## config.mk

```make
export PLATFORM = sky130hd
export DESIGN_NAME = pipe_skid_reg
export DESIGN_NICKNAME = d
export VERILOG_FILES = /design/src/rtl/pipe_pkg.sv /design/src/rtl/reg_nb_en.sv /design/src/rtl/pipe_skid_reg.sv
export SDC_FILE = /design/constraint.sdc
export NUM_CORES = 1
export LEC_CHECK = 0
export ABC_AREA = 1
export BUFFER_PORTS_ARGS = -buffer_cell sky130_fd_sc_hd__buf_2
export CORE_ASPECT_RATIO = 0.8
export CORE_MARGIN = 2
export CORE_UTILIZATION = 39
export DETAILED_ROUTE_END_ITERATION = 10
export GPL_TIMING_DRIVEN = 0
export HOLD_SLACK_MARGIN = 0.03
export PLACE_DENSITY = 0.71
export SLEW_MARGIN = 10
export SYNTH_ARGS = -nofsm -noshare
export SYNTH_HDL_FRONTEND = slang
export SYNTH_SLANG_ARGS = --single-unit
```

## constraint.sdc

```tcl
create_clock -name clk -period 2.1 [get_ports clk]
set_clock_uncertainty 0.05 [all_clocks]
set_input_delay 0.42 -clock clk [delete_from_list [all_inputs] [get_ports clk]]
set_output_delay 0.42 -clock clk [all_outputs]
set_load 0.05 [all_outputs]
```

## src/rtl/pipe_pkg.sv

```systemverilog
// pipe_pkg: shared state encoding and occupancy width for the skid register stage
// State bits are {skidValid, mainValid}, so 2'b10 (skid without main) is the illegal code.
package pipe_pkg;
  localparam int OCC_W = 2;
  typedef enum logic [1:0] {
    ST_EMPTY = 2'b00,
    ST_BUSY  = 2'b01,
    ST_FULL  = 2'b11
  } state_t;
endpackage

```

## src/rtl/reg_nb_en.sv

```systemverilog
// reg_nb_en: WIDTH-bit register with load enable and async active-high reset to RESET_VAL
// Ports: clk, rst (async, active-high), en (load), d (next value), q (held value).
module reg_nb_en #(
  parameter int WIDTH = 16,
  parameter logic [WIDTH-1:0] RESET_VAL = '0
) (
  input  logic             clk,
  input  logic             rst,
  input  logic             en,
  input  logic [WIDTH-1:0] d,
  output logic [WIDTH-1:0] q
);
  always_ff @(posedge clk or posedge rst)
    if (rst) q <= RESET_VAL;
    else if (en) q <= d;
endmodule

```

## src/rtl/pipe_skid_reg.sv

```systemverilog
// pipe_skid_reg: parametrised pipeline register with valid/ready handshake, 2-entry skid buffer and sync flush
// Ports: clk, rst (async, active-high), flush (sync, drops held entries),
//   in_valid/in_data/in_ready (upstream side, in_ready registered),
//   out_valid/out_data/out_ready (downstream side, outputs registered),
//   occupancy (held entries 0..2).
module pipe_skid_reg
  import pipe_pkg::*;
#(
  parameter int WIDTH = 16,
  parameter logic [WIDTH-1:0] RESET_VAL = '0
) (
  input  logic             clk,
  input  logic             rst,
  input  logic             flush,
  input  logic             in_valid,
  input  logic [WIDTH-1:0] in_data,
  output logic             in_ready,
  output logic             out_valid,
  output logic [WIDTH-1:0] out_data,
  input  logic             out_ready,
  output logic [OCC_W-1:0] occupancy
);
  state_t state;
  logic mainValid, skidValid, mainEn, skidEn;
  logic [WIDTH-1:0] mainD, skidData;
  assign mainValid = state[0];
  assign skidValid = state[1];
  assign out_valid = mainValid;
  assign in_ready  = !skidValid;
  assign occupancy = OCC_W'(mainValid) + OCC_W'(skidValid);
  // Main reloads from the skid when draining FULL, otherwise from the input;
  // the skid only loads when BUSY is stalled and a new word arrives.
  assign mainEn = !flush && (state == ST_FULL ? out_ready : in_valid && (state == ST_EMPTY || out_ready));
  assign skidEn = !flush && state == ST_BUSY && in_valid && !out_ready;
  assign mainD  = state == ST_FULL ? skidData : in_data;
  reg_nb_en #(.WIDTH(WIDTH), .RESET_VAL(RESET_VAL)) uMain (
    .clk(clk), .rst(rst), .en(mainEn), .d(mainD), .q(out_data)
  );
  reg_nb_en #(.WIDTH(WIDTH), .RESET_VAL(RESET_VAL)) uSkid (
    .clk(clk), .rst(rst), .en(skidEn), .d(in_data), .q(skidData)
  );
  always_ff @(posedge clk or posedge rst)
    if (rst) state <= ST_EMPTY;
    else if (flush) state <= ST_EMPTY;
    else
      case (state)
        ST_EMPTY: state <= in_valid ? ST_BUSY : ST_EMPTY;
        ST_BUSY:  state <= (in_valid && !out_ready) ? ST_FULL : (!in_valid && out_ready) ? ST_EMPTY : ST_BUSY;
        ST_FULL:  state <= out_ready ? ST_BUSY : ST_FULL;
        default:  state <= ST_EMPTY;
      endcase
  assert property (@(posedge clk) disable iff (rst) !(skidValid && !mainValid));
endmodule

```

==> impl_metrics.toml, run 1 <==
[placement]
hpwl_um = 2530
gp_congestion = 0.749
io_buffer_count = 40
place_ws_ns = 0.508

[layout]
n_antenna_cell = 0
nFillCells = 411
finalNetCount = 266
seq_area_um2 = 851
multi_input_area_um2 = 624
postLayoutCoreUtil = 0.507
drive_above_1_share = 0.245
syn_to_final_growth_pct = 21.5

[sta]
rsz0062_at_grt = "no"
tightest_slew_ns = 0.702
period_minus_slack_ns = 1.77
fin_ws_ns = 0.327
post-route-period-util = 0.844
final-setup-viol-count = 0
max_slew_margin = 0.531
fmax_mhz = 564
slew_violations = 0
finalSetupTns_ns = 0
hold_viol = 0

[clocking]
cts_tree = "done"
h-tree-depth = 2
clock_latency_ns = 0.28
cts-root-buf = "clkbuf_8"
post_cts_buffers = 0
holdBufCountCts = 0
ctsResizeCount = 0
cts_made_buffers = 5
clk_pin_slew_ns = 0.06
cts_buffer_depth = 2
cts.sinks = 34

[detailed_routing]
post_drt_via_cell_ratio = 4.59
ant_nets = 0
drt_iter0_markers = 88
drtPass1Iterations = 6
dr_total_vias = 1360
routedWlPerCell_um = 11.6
remaining_drc_errors = 0
wirelength_um = 3430

[synth]
synth_edf_count = 0
synth.cell_area_mm2 = 0.00162
syn_area_per_cell_um2 = 8.34
synth_warnings = 0
synth_top_cell_area_share = 0.526
synth-seq-cells = 34
synth_cells = 194
synth_most_common_cell = "nand2_1"
syn_nets = 219
synth_top_cell_by_area = "dfrtp_1"
ys_async_sr_fraction = 1.00
yosysSeqAreaShare = 0.526
ys.flop_type = "dfrtp_1"
ys_top_cells_by_count = "nand2_1, dfrtp_1, o21ai_0, inv_1, nand3_1"
synth_area_leaders = "dfrtp_1, nand2_1, o21ai_0"
yosys.cell_types.count = 17

[global_route]
grtUsageTotal = 0.166
grt_util_met2 = 0.244
grt_most_used_layer = "met2"
grt_use_met1 = 0.241
met3_usage = 0.0425
grt_max_degree = 35
antenna_found_initial = 0
grt_pass1_vias = 1336
grt_first_pass_wirelength_um = 6010
grt-ovfl-total = 0

[min_path]
hold_class = "in -> async"

[critical_path]
startpoint_type = "flip-flop"
arrival_ns = 1.30
critPathKind = "reg -> out"
crit_path_end_kind = "primary output"
path_max_fanout = 4
critPathRequiredTime_ns = 1.63

[status]
status = "finished, final reports clean"

[power_and_ir_drop]
p_leak_nw = 1.06
power_density_mw_per_mm2 = 917
vdd_drop_max_uv = 310
power_mw = 1.80

[floorplan]
ioPinCount = 41
rows = 20
die_area_mm2 = 0.00468
die_h_um = 61.6
initial_utilization = 0.417
die_w_um = 76.0
core_region_area_mm2 = 0.00388

[job]
cap_violations = 0
==> flip-flops by register name (all words and copies together), names as in the netlist <==
name / cells
state: 2
uSkid.q: 16
uMain.q: 16
==> worst max-delay path, cell delays in order, from the launching register on <==
cell,delay (ns)
dfrtp_1,0.41
inv_1,0.09
ha_1,0.28
buf_2,0.25
==> metal layers <==
metal  up-vias  share of wire
li1        707              -
met1       605           0.54
met2        43           0.38
met3         5          0.062
met4         0          0.011
met5         -              0
==> power by group <==
| group | switching (mW) | total, mW | internal [mW] |
|---|---|---|---|
| logic | 0.362 | 0.496 | 0.133 |
| registers | 0.0722 | 0.867 | 0.794 |
| clock network | 0.213 | 0.441 | 0.228 |
==> area by class of cell <==
type / instances / share of cell area
plain buffers: 10 / 0.0318
repair buffers: 40 / 0.102
inverters: 22 / 0.0420
clock buffers: 7 / 0.0388
well taps: 55 / 0.0350
multi-input cells: 128 / 0.318
flip-flops and latches: 34 / 0.433
==> metrics by stage <==
step           hold slack (ns)  cells  cell area (µm²)
2_1_floorplan            0.403    194             1620
3_3_place_gp             0.399    289             1890
3_5_place_dp             0.403    289             1890
4_1_cts                  0.231    296             1970
5_1_grt                  0.264    296             1970
6_report                 0.200    296             1970
==> layout by cell type, fill, tap and decap left out <==
cell type	instances
ha_2	1
nand2_1	67
a21oi_4	1
buf_6	2
inv_1	21
a211oi_1	1
or2_2	1
buf_4	1
clkbuf_8	5
nand3_1	16
clkbuf_1	4
a21oi_1	2
inv_2	1
nand3_4	1
ha_1	3
buf_2	45
nand4_1	1
dfrtp_1	34
o21ai_0	33
nand2_4	1
==> worst paths after layout <==
path	cells past startpoint	slack, ns	startpoint	end
worst max-delay path	3	0.33	state[0]	occupancy[0]
worst min-delay path	2	0.20	rst	uMain.q[13]
worst max register to register	6	0.47	state[0]	uMain.q[2]
worst min register to register	2	0.42	uMain.q[11]	uMain.q[11]
max in group asynchronous	2	1.34	rst	uSkid.q[6]
min in group clk	2	0.29	out_ready	state[1]
==> cell families (layout without fill, tap and decap cells) <==
kind of cell,Yosys count,in the layout,share of synthesized area
flops,34,34,0.526
buf+inv,32,79,0.0897
compound gates,37,37,0.123
fa+ha+maj,4,4,0.0309
simple gates,87,87,0.230
Power figures use the tool's default switching activity.
==> inputs of run 2 (changes only) <==
- clock period: 2.1 -> 1.8 ns (I/O delays scaled with it)
==> run 2 against run 1 <==
Net effect:
- hold slack lost 0.074 ns
- via count fell by 1.3%
- cell count increased by 0.34%
- sequential share of layout area decreased by 0.29 points
- critical path depth is the same
==> impl_metrics.toml, run 2 (synthesis gave the netlist of run 1 again) <==
[clocking]
ctsResizeCount = 0
post_cts_buffers = 0
cts-root-buf = "clkbuf_8"
cts.sinks = 34
cts_tree = "done"
cts_buffer_depth = 2
cts_made_buffers = 5
clock_latency_ns = 0.28
holdBufCountCts = 0
clk_pin_slew_ns = 0.07
h-tree-depth = 2

[sta]
finalSetupTns_ns = 0
period_minus_slack_ns = 1.67
max_slew_margin = 0.537
fmax_mhz = 599
slew_violations = 0
post-route-period-util = 0.927
final-setup-viol-count = 0
hold_viol = 0
tightest_slew_ns = 0.694
rsz0062_at_grt = "no"

[layout]
n_antenna_cell = 0
nFillCells = 381
final_cell_mix = "nand2_1, buf_2, o21ai_0, dfrtp_1, inv_1"
finalNetCount = 266
drive_above_1_share = 0.256
seq_area_um2 = 852
final_common_cell = "nand2_1"
top_regs = "uMain.q (16), uSkid.q (16), state (2)"
multi_input_area_um2 = 624
syn_to_final_growth_pct = 22.5
final_cells = 297

[floorplan]
die_area_mm2 = 0.00468
rows = 20
ioPinCount = 41
initial_utilization = 0.417
die_h_um = 61.6
die_w_um = 76.0
core_region_area_mm2 = 0.00388

[critical_path]
arrival_ns = 1.26
path_max_fanout = 3
critPathRequiredTime_ns = 1.39
critPathKind = "reg -> out"
crit_path_end_kind = "primary output"
startpoint_type = "flip-flop"

[power_and_ir_drop]
p_leak_nw = 1.07
power_mw = 2.16
power_density_mw_per_mm2 = 1090
vdd_drop_max_uv = 522

[placement]
dp_cells = 289
hpwl_um = 2520
gp_congestion = 0.745
io_buffer_count = 40

[global_route]
antenna_found_initial = 0
grt_first_pass_wirelength_um = 5710
grtUsageTotal = 0.161
grt_max_degree = 35
grt-ovfl-total = 0
grt_pass1_vias = 1252

[status]
status = "finished, final reports clean"

[detailed_routing]
dr_total_vias = 1342
wirelength_um = 3390
remaining_drc_errors = 0
drtPass1Iterations = 5
routedWlPerCell_um = 11.4
ant_nets = 0
post_drt_via_cell_ratio = 4.52
drt_iter0_markers = 91

[job]
cap_violations = 0

[min_path]
hold_class = "in -> async"
run 2: cell count changes in the layout (fill, tap and decap cells not counted):
| cell | change |
|---|---|
| clkbuf_1 | -1 |
| clkbuf_8 | +1 |
| clkinv_2 | +1 |
| dfrtp_1 | -1 |
| dfrtp_2 | +1 |
run 2: metrics by stage:
stage | hold slack, ns | utilization | setup slack [ns] | cell area, µm²
final | 0.126 | 0.511 | 0.132 | 1980
after global routing | 0.198 | 0.511 | 0.0520 | 1980
after CTS | 0.220 | 0.511 | 0.110 | 1980
after detailed placement | 0.404 | 0.487 | 0.0897 | 1890
after global placement | 0.399 | 0.487 | 0.119 | 1890
after floorplan | 0.382 | - | 0.0150 | 1620
run 2: area by class of cell:
class | instances | share of cell area
clock buffers | 7 | 0.0436
well taps | 55 | 0.0347
inverters | 22 | 0.0417
flip-flops and latches | 34 | 0.430
clock inverters | 1 | 0.00253
repair buffers | 40 | 0.101
plain buffers | 10 | 0.0316
multi-input cells | 128 | 0.315
run 2: worst paths after layout:
check | from | end | slack [ns] | cells past startpoint
worst max-delay path | state[1] | occupancy[0] | 0.13 | 3
worst min-delay path | rst | uMain.q[11] | 0.13 | 2
worst max register to register | state[0] | uMain.q[1] | 0.22 | 7
worst min register to register | uMain.q[4] | uMain.q[4] | 0.42 | 2
max in group asynchronous | rst | state[0] | 1.08 | 2
min in group clk | out_ready | state[1] | 0.23 | 2
run 2: power breakdown:
group	switching, mW	internal (mW)
clock	0.261	0.308
sequential	0.0856	0.927
combinational	0.424	0.156
run 2: critical path, stage by stage (launching register included):
cell	delay, ns
dfrtp_1	0.38
inv_1	0.08
ha_1	0.27
buf_2	0.25
run 2: layer usage:
metal	vias to the layer above	wire length, µm	track usage
li1	707	-	-
met1	591	1750	0.228
met2	37	1410	0.237
met3	7	173	0.0411
met4	0	54	0.0701
met5	-	0	0
